`config.mk`:
```
export PLATFORM = sky130hd
export DESIGN_NAME = map_fetch_sched
export DESIGN_NICKNAME = d
export VERILOG_FILES = /design/src/rtl/map_fetch_sched_pkg.sv /design/src/rtl/map_fetch_sched.sv
export SDC_FILE = /design/constraint.sdc
export NUM_CORES = 1
export LEC_CHECK = 0
export CAP_MARGIN = 20
export CORE_UTILIZATION = 39
export DETAILED_ROUTE_END_ITERATION = 6
export GPL_TIMING_DRIVEN = 0
export PLACE_DENSITY = 0.8
export SYNTH_ARGS = -nofsm -noshare
export SYNTH_HDL_FRONTEND = slang
export SYNTH_SLANG_ARGS = --single-unit
```
`constraint.sdc`:
```
create_clock -name clk -period 1.5 [get_ports clk]
set_clock_uncertainty 0.05 [all_clocks]
set_input_delay 0.3 -clock clk [delete_from_list [all_inputs] [get_ports clk]]
set_output_delay 0.3 -clock clk [all_outputs]
set_load 0.01 [all_outputs]
```
`src/rtl/map_fetch_sched_pkg.sv`:
```
// Shared widths and tile-type encodings for the map RAM fetch scheduler.
package map_fetch_sched_pkg;

  localparam int TILE_BITS = 5;
  localparam int MAP_BITS  = 4;
  localparam int TYPE_W    = 4;

  typedef enum logic [TYPE_W-1:0] {
    TILE_GROUND = 4'd0,
    TILE_FOOD   = 4'd1,
    TILE_BODY_H = 4'd2,
    TILE_BODY_V = 4'd3,
    TILE_HEAD   = 4'd4,
    TILE_WALL   = 4'd5
  } tile_type_e;

endpackage

```
`src/rtl/map_fetch_sched.sv`:
```
// Shares the single-port map RAM between one-tile-ahead display fetches,
// a column-0 prefetch in horizontal blanking, and game-logic writes.
//
// slot state  | meaning
// SLOT_IDLE   | RAM idle this cycle
// SLOT_FETCH  | reading the next tile of the current line
// SLOT_LINE   | reading column 0 of the next line
// SLOT_WRITE  | game write on the bus, wr_ack high
//
// tag state   | meaning
// TAG_NONE    | no read data arriving this cycle
// TAG_FETCH   | ram_rdata holds a tile fetch
// TAG_LINE    | ram_rdata holds a line prefetch
module map_fetch_sched
  import map_fetch_sched_pkg::*;
#(
  parameter int FETCH_SLOT = 24,
  parameter int V_ACTIVE   = 480
) (
  input  logic                    clk,
  input  logic                    rst_n,
  input  logic [9:0]              pix_x,
  input  logic [9:0]              pix_y,
  input  logic                    pix_valid,
  input  logic                    wr_req,
  input  logic [MAP_BITS-1:0]     wr_x,
  input  logic [MAP_BITS-1:0]     wr_y,
  input  logic [TYPE_W-1:0]       wr_type,
  output logic                    wr_ack,
  output logic                    ram_en,
  output logic                    ram_we,
  output logic [2*MAP_BITS-1:0]   ram_addr,
  output logic [TYPE_W-1:0]       ram_wdata,
  input  logic [TYPE_W-1:0]       ram_rdata,
  output logic [TYPE_W-1:0]       tex_type,
  output logic [TILE_BITS-1:0]    tex_x,
  output logic [TILE_BITS-1:0]    tex_y,
  output logic                    tex_valid
);

  localparam logic [1:0] SLOT_IDLE  = 2'd0;
  localparam logic [1:0] SLOT_FETCH = 2'd1;
  localparam logic [1:0] SLOT_LINE  = 2'd2;
  localparam logic [1:0] SLOT_WRITE = 2'd3;

  localparam logic [1:0] TAG_NONE  = 2'd0;
  localparam logic [1:0] TAG_FETCH = 2'd1;
  localparam logic [1:0] TAG_LINE  = 2'd2;

  localparam logic [TILE_BITS-1:0] FETCH_X = FETCH_SLOT[TILE_BITS-1:0];
  localparam logic [9:0]           V_LIM   = V_ACTIVE[9:0];

  logic [1:0]              slot_d, slot_q, tag_q;
  logic [2*MAP_BITS-1:0]   addr_d;
  logic [MAP_BITS:0]       fetch_col;
  logic [9:0]              y_next;
  logic [MAP_BITS-1:0]     row_next;
  logic                    fetch_hit, pf_hit, wr_hit;
  logic                    pix_valid_q, line_pf_pend;
  logic [TYPE_W-1:0]       cur_type, next_type;

  // Column 16 does not exist, so the carry out of the +1 suppresses the fetch.
  assign fetch_col = {1'b0, pix_x[TILE_BITS+MAP_BITS-1:TILE_BITS]} + {{MAP_BITS{1'b0}}, 1'b1};
  assign fetch_hit = pix_valid && (pix_x[TILE_BITS-1:0] == FETCH_X) &&
                     !fetch_col[MAP_BITS] && !pix_x[TILE_BITS+MAP_BITS];

  assign y_next   = pix_y + 10'd1;
  assign row_next = (y_next >= V_LIM) ? '0 : y_next[TILE_BITS+MAP_BITS-1:TILE_BITS];
  assign pf_hit   = line_pf_pend && !pix_valid;
  assign wr_hit   = wr_req && !wr_ack;

  always_comb begin
    slot_d = SLOT_IDLE;
    addr_d = ram_addr;
    if (fetch_hit) begin
      slot_d = SLOT_FETCH;
      addr_d = {pix_y[TILE_BITS+MAP_BITS-1:TILE_BITS], fetch_col[MAP_BITS-1:0]};
    end else if (pf_hit) begin
      slot_d = SLOT_LINE;
      addr_d = {row_next, {MAP_BITS{1'b0}}};
    end else if (wr_hit) begin
      slot_d = SLOT_WRITE;
      addr_d = {wr_y, wr_x};
    end
  end

  always_ff @(posedge clk or negedge rst_n) begin
    if (!rst_n) begin
      slot_q    <= SLOT_IDLE;
      ram_en    <= 1'b0;
      ram_we    <= 1'b0;
      wr_ack    <= 1'b0;
      ram_addr  <= '0;
      ram_wdata <= '0;
    end else begin
      slot_q   <= slot_d;
      ram_en   <= (slot_d != SLOT_IDLE);
      ram_we   <= (slot_d == SLOT_WRITE);
      wr_ack   <= (slot_d == SLOT_WRITE);
      ram_addr <= addr_d;
      if (slot_d == SLOT_WRITE) ram_wdata <= wr_type;
    end
  end

  // Tag trails the bus slot by one cycle, lining up with ram_rdata.
  always_ff @(posedge clk or negedge rst_n) begin
    if (!rst_n) begin
      tag_q     <= TAG_NONE;
      next_type <= '0;
    end else begin
      unique case (slot_q)
        SLOT_FETCH: tag_q <= TAG_FETCH;
        SLOT_LINE:  tag_q <= TAG_LINE;
        default:    tag_q <= TAG_NONE;
      endcase
      if (tag_q != TAG_NONE) next_type <= ram_rdata;
    end
  end

  always_ff @(posedge clk or negedge rst_n) begin
    if (!rst_n) begin
      pix_valid_q  <= 1'b0;
      line_pf_pend <= 1'b1;
    end else begin
      pix_valid_q <= pix_valid;
      if (slot_d == SLOT_LINE) line_pf_pend <= 1'b0;
      else if (pix_valid_q && !pix_valid) line_pf_pend <= 1'b1;
    end
  end

  always_ff @(posedge clk or negedge rst_n) begin
    if (!rst_n) begin
      tex_valid <= 1'b0;
      tex_x     <= '0;
      tex_y     <= '0;
      tex_type  <= '0;
      cur_type  <= '0;
    end else begin
      tex_valid <= pix_valid;
      tex_x     <= pix_x[TILE_BITS-1:0];
      tex_y     <= pix_y[TILE_BITS-1:0];
      if (pix_valid) begin
        if (pix_x[TILE_BITS+MAP_BITS]) begin
          tex_type <= '0;
        end else if (pix_x[TILE_BITS-1:0] == '0) begin
          tex_type <= next_type;
          cur_type <= next_type;
        end else begin
          tex_type <= cur_type;
        end
      end
    end
  end

endmodule

```
# Yosys cells after proc, flatten, opt, wreduce, memory -nomap -nowiden
# Index checks and enable logic that the tools add are counted.
# totals
regBits,42
input_bits,40
# op_classes
eq_ne,5
bitwise,1
magnitude_cmp,1
mux,12
add_sub_neg,2
n_reduce_logical,16
# ops
cell,n
two-way mux 8 bit,3
two-way mux 4 bit,3
"adder 10 x 1 -> 10 bit, second input constant",1
"greater-or-equal comparator 10 x 9 -> 1 bit, second input constant",1
"== test 2 bit, second input constant",3
logical AND 1 bit,6
two-way mux 2 bit,3
nonzero test 2 bit,3
"adder 4 x 1 -> 5 bit, second input constant",1
"== test 5 bit, second input constant",1
logical NOT 5 bit,1
logical NOT 1 bit,4
case mux 2 bit (2 select lines),1
nonzero test 3 bit,1
"== test 2 x 1 -> 1 bit, second input constant",1
two-way mux 1 bit,2
AND reduction 2 bit,1
NOT 1 bit,1

# Logic depth before layout (Yosys ltp)
# logic_depth
ltp_word,7
ltp_mapped,8
ltp_nobuf,6

# Least setup slack after synthesis
# OpenSTA, ideal clock, no wires.
# synth_path
kind,input -> register
start,in pix_x[2]
end,reg cur_type[0]
path_stages,6
slack_ps,-445
t_arrival_ps,1770
setup_time_ps,125
path_cell_list,or3_4 -> or3_1 -> buf_2 -> or2_1 -> buf_6 -> mux2_4
# synth_between
elab_chain_cells,2
# synth_lines
item,line_no,text
"start, declared",map_fetch_sched.sv:22,"input logic [9:0] pix_x,"
logical NOT 5 bit,map_fetch_sched.sv:145,end else if (pix_x[TILE_BITS-1:0] == '0) begin
two-way mux 4 bit,-,
"end signal, assigned",map_fetch_sched.sv:147,cur_type <= next_type;
"end, declared",map_fetch_sched.sv:60,"logic [TYPE_W-1:0] cur_type, next_type;"
# No other way between the ends.
# A chain may end at the register's enable or synchronous reset.

# Worst setup path in the final report
# layout_path
start,in pix_x[5]
end,reg ram_addr[6]
# layout_between
elab_chain_cells,5
word_cells_on_any_way,6
classes_between,add/sub (1); mux (1); reduce/logical (4)
# layout_lines
item,line_no,text
adder 4 x 1 -> 5 bit *,map_fetch_sched.sv:63,"assign fetch_col = {1'b0, pix_x[TILE_BITS+MAP_BITS-1:TILE_BITS]} + {{MAP_BITS{1'b0}}, 1'b1};"
logical NOT 1 bit *,map_fetch_sched.sv:65,!fetch_col[MAP_BITS] && !pix_x[TILE_BITS+MAP_BITS];
logical AND 1 bit *,map_fetch_sched.sv:64,assign fetch_hit = pix_valid && (pix_x[TILE_BITS-1:0] == FETCH_X) &&
logical AND 1 bit *,map_fetch_sched.sv:65,
nonzero test 3 bit (no line) / two-way mux 8 bit (equally long branches),-,
"end signal, assigned",map_fetch_sched.sv:100,ram_addr <= addr_d;
"end, declared",map_fetch_sched.sv:32,"output logic [2*MAP_BITS-1:0] ram_addr,"
# Mark *: on every way between the ends. The rest lies on a longest branch, timed or not.

==> impl_metrics.yaml <==
yosys:
  synth_top_family_by_area: "simple AND/OR/NAND/NOR gates"
  synth_area_per_cell_sq_um: 12.4
  synth_cells: 148
  muxShareOfSynthArea: 0.133
  synth_top_area_share: 0.560
  synth-seq-cells: 42
  syn-cell-area_sq_mm: 0.00183
  synth-adder-area-share: 0.00683
  synth_seq_area_share: 0.574
  yosys-top-cells-area: "dfrtp_1 56%, mux2_2 6.8%, mux2i_1 3.3%, mux2_4 3.3%, o21ai_0 2.2%"
  synth.net_count: 189
  synth-simple-area-share: 0.148
  yosys.area.top_type: "dfrtp_1"
  post_synth_num_cell_types: 44
  synth_compound_area_frac: 0.0922
  yosys_warnings: 0
  synth_xor_area_frac: 0.00956
final_layout:
  fin_util: 0.672
  fillers: 338
  layout-drive-gt1-share: 0.342
  fin_nets: 283
  syn_to_final_growth_pct: 63.0
  n_antenna_cell: 0
  fin_area_sq_mm: 0.00299
placed_design:
  gp_congestion: 0.801
  dp.final_hpwl_mm: 2.93
  placed_area_sq_mm: 0.00265
  io_buffers: 68
  preCtsSetupSlack_ps: -961
global_route:
  antenna_found_initial: 0
  overflow: 0
  grt_pass1_vias: 1438
  use_met2: 0.293
  met3_usage: 0.0399
  grt_max_degree: 27
  busiest_layer: "met2"
  grt_use_met1: 0.251
  grt_usage: 0.188
  grt_pass1_wl_mm: 7.07
sta:
  period_needed_ps: 1710
  tightest_slew_ps: 534
  relSlewSlack: 0.643
  fin_ws_ps: -211
  setup_violations: 17
  hold_viol: 0
  final-max-slew-violation-count: 0
  max_clock_freq_mhz: 585
  rsz0062_at_grt: "true"
  min_period_over_period: 1.14
  holdWs_ps: 54.5
die:
  die_w_um: 70.6
  die_area_sq_mm: 0.00498
  row_count: 24
  core-area_sq_mm: 0.00444
  die_h_um: 70.6
  io_pins: 70
  initial_core_util: 0.412
run_status:
  status: "finished, violations left"
  failed_checks: "DRC, setup timing"
critical_path:
  startpoint_type: "primary input"
  reg2reg_slack_ps: -50
  r2r-end: "ram_wdata[1]"
  cp_slowest_cell: "or4_4"
  cp_common_cell: "and3_4"
  worst_ep_required_time_ps: 1620
  timing_worst_setup_path_type: "primary input to register"
  crit_arrival_ps: 1830
  crit_chain: "buf_8 > ha_4 > and3_4 > or4_4 > buf_4 > and3_4 > a221oi_2 > o21ai_1"
  cp_max_fo: 3
  reg2reg_from: "ram_we"
  crit_family: "simple AND/OR/NAND/NOR gates"
  worst-path-buf-inv: 2
  critPathCaptureType: "register"
  rr_worst_depth: 3
  cpPeakStageDelay_ps: 540
routing:
  avgViaCountPerCell: 5.03
  antenna_left: 0
  dr.pass1.iters: 6
  routed_wirelength_mm: 4.43
  vias: 1483
  drc: 10
  dr.first_iter.drc_count: 87
  detail_route.wl_per_cell_um: 15.0
power:
  power_density_mw_per_mm2: 992
  p_leak_nw: 1.43
  vdd_ir_drop_max_mv: 0.525
  power_mw: 2.96
clocking:
  clk_pin_slew_ps: 80
  clock_sinks: 42
  cts_buffer_depth: 2
  insertion_delay_ps: 290
  cts-htree-levels: 2
  cts_tree: "yes"
  cts-buffers-inserted: 5
  cts_root_buf: "clkbuf_8"
min_path:
  worstHoldPathCells: 1
  min_to: "tex_x[0]"
  min_from: "pix_x[0]"
  hold_path.class: "primary input to register"
run:
  maxCapViolCount: 0
## layout by cell type (no fill, tap or decap), drive strengths merged, types with 2 or more instances in the layout
cell	Yosys	final
and2	2	2
mux2i	6	6
nor3	2	2
nor2b	3	3
o21ai	10	10
buf	5	31
clkbuf	3	9
a21oi	3	3
a221oi	3	3
or3	2	2
nand2	9	9
nor2	6	6
o22ai	4	4
nand3	6	6
and3	4	4
mux2	15	15
nand2b	5	5
dlygate4sd2	0	34
inv	4	4
dfrtp	41	41
clkdlybuf4s50	0	25
## area by class of cell
cell class / count / area (sq um) / area share
multi-input combinational: 94 / 851 / 0.285
clock buffer: 7 / 76.3 / 0.0255
tap: 52 / 65.1 / 0.0218
timing repair buffer: 90 / 850 / 0.284
clock inverter: 1 / 30.0 / 0.0101
buffer: 5 / 48.8 / 0.0163
inverter: 4 / 15.0 / 0.00503
sequential: 42 / 1050 / 0.352
## registers in the layout (all words and copies together), names as in the netlist
name          flops
tex_x             5
ram_en            1
ram_wdata         4
ram_addr          8
line_pf_pend      1
tex_y             5
cur_type          4
tag_q             2
tex_valid         1
ram_we            1
slot_q            2
tex_type          4
next_type         4
## cell usage after synthesis
library cell / instances
dfrtp_1: 41
mux2_2: 11
nand2_1: 9
o21ai_0: 8
mux2i_1: 6
nand3_1: 6
nor2_1: 6
nand2b_1: 5
inv_1: 4
mux2_4: 4
o22ai_1: 4
a21oi_1: 3
clkbuf_1: 3
nor2b_1: 3
a221oi_1: 2
and3_2: 2
buf_2: 2
buf_6: 2
o21ai_1: 2
a211oi_1: 1
a221o_1: 1
a221oi_2: 1
a22oi_1: 1
a31oi_1: 1
and2_1: 1
and2_2: 1
and3_1: 1
and3_4: 1
and4b_1: 1
buf_4: 1
dfstp_2: 1
ha_1: 1
nor3_1: 1
nor3_2: 1
nor3b_1: 1
nor4_4: 1
o21bai_1: 1
o31ai_1: 1
or2_1: 1
or3_1: 1
or3_4: 1
or4_4: 1
xnor2_1: 1
xor2_1: 1
## per-stage QoR
step	setup TNS [ps]	instances
global placement	-58430	268
floorplan	-3930	148
detailed placement	-17990	269
global route	-2830	295
CTS	-2590	291
finish	-2280	295
## worst reg2reg max path, delay by kind of cell (launching register included)
family | cells | cell delay (ps)
flops | 1 | 400
mux | 1 | 350
simple gates | 2 | 640
## power breakdown
group / switching, mW / total (mW) / internal (mW)
clock network: 0.367 / 0.865 / 0.498
logic: 0.296 / 0.724 / 0.428
registers: 0.0859 / 1.38 / 1.29
total: 0.748 / 2.96 / 2.22
## how the worst max path moves through the flow
| stage | from | endpoint | slack, ps | depth (start not counted) |
|---|---|---|---|---|
| final | pix_x[5] | ram_addr[6] | -210 | 8 |
| after global routing | pix_x[5] | ram_addr[7] | -250 | 8 |
| after CTS | pix_x[0] | cur_type[0] | -290 | 7 |
| after detailed placement | pix_x[5] | ram_addr[7] | -960 | 8 |
| after global placement | rst_n | ram_addr[0] | -980 | 1 |
| after floorplan | pix_x[2] | cur_type[0] | -440 | 6 |
## routing by layer
| layer | wire [um] | vias to the layer above | share of wire |
|---|---|---|---|
| met5 | 0 | - | 0 |
| met4 | 78 | 0 | 0.018 |
| met3 | 210 | 7 | 0.047 |
| met2 | 2130 | 48 | 0.48 |
| met1 | 2010 | 716 | 0.45 |
| li1 | - | 712 | - |
## logic make-up (layout without fill, tap and decap cells)
group                    Yosys count  after routing
buffers and inverters             12            107
flip-flops                        42             42
XOR/XNOR                           2              2
multiplexers                      21             21
AO/OA/AOI/OAI                     26             26
AND/OR/NAND/NOR                   44             44
adder cells (fa/ha/maj)            1              1
## timing repair
| action | 4_1_cts | 5_1_grt |
|---|---|---|
| cloned | 1 | 0 |
| endpoints found under the setup margin | 54 | 22 |
| pin swaps | 16 | 9 |
| setup buffers | 13 | 7 |
| gates resized for setup | 91 | 12 |
| hold endpoints to repair | 16 | 0 |
| hold buffers | 1 | 0 |
Power figures use the tool's default switching activity.
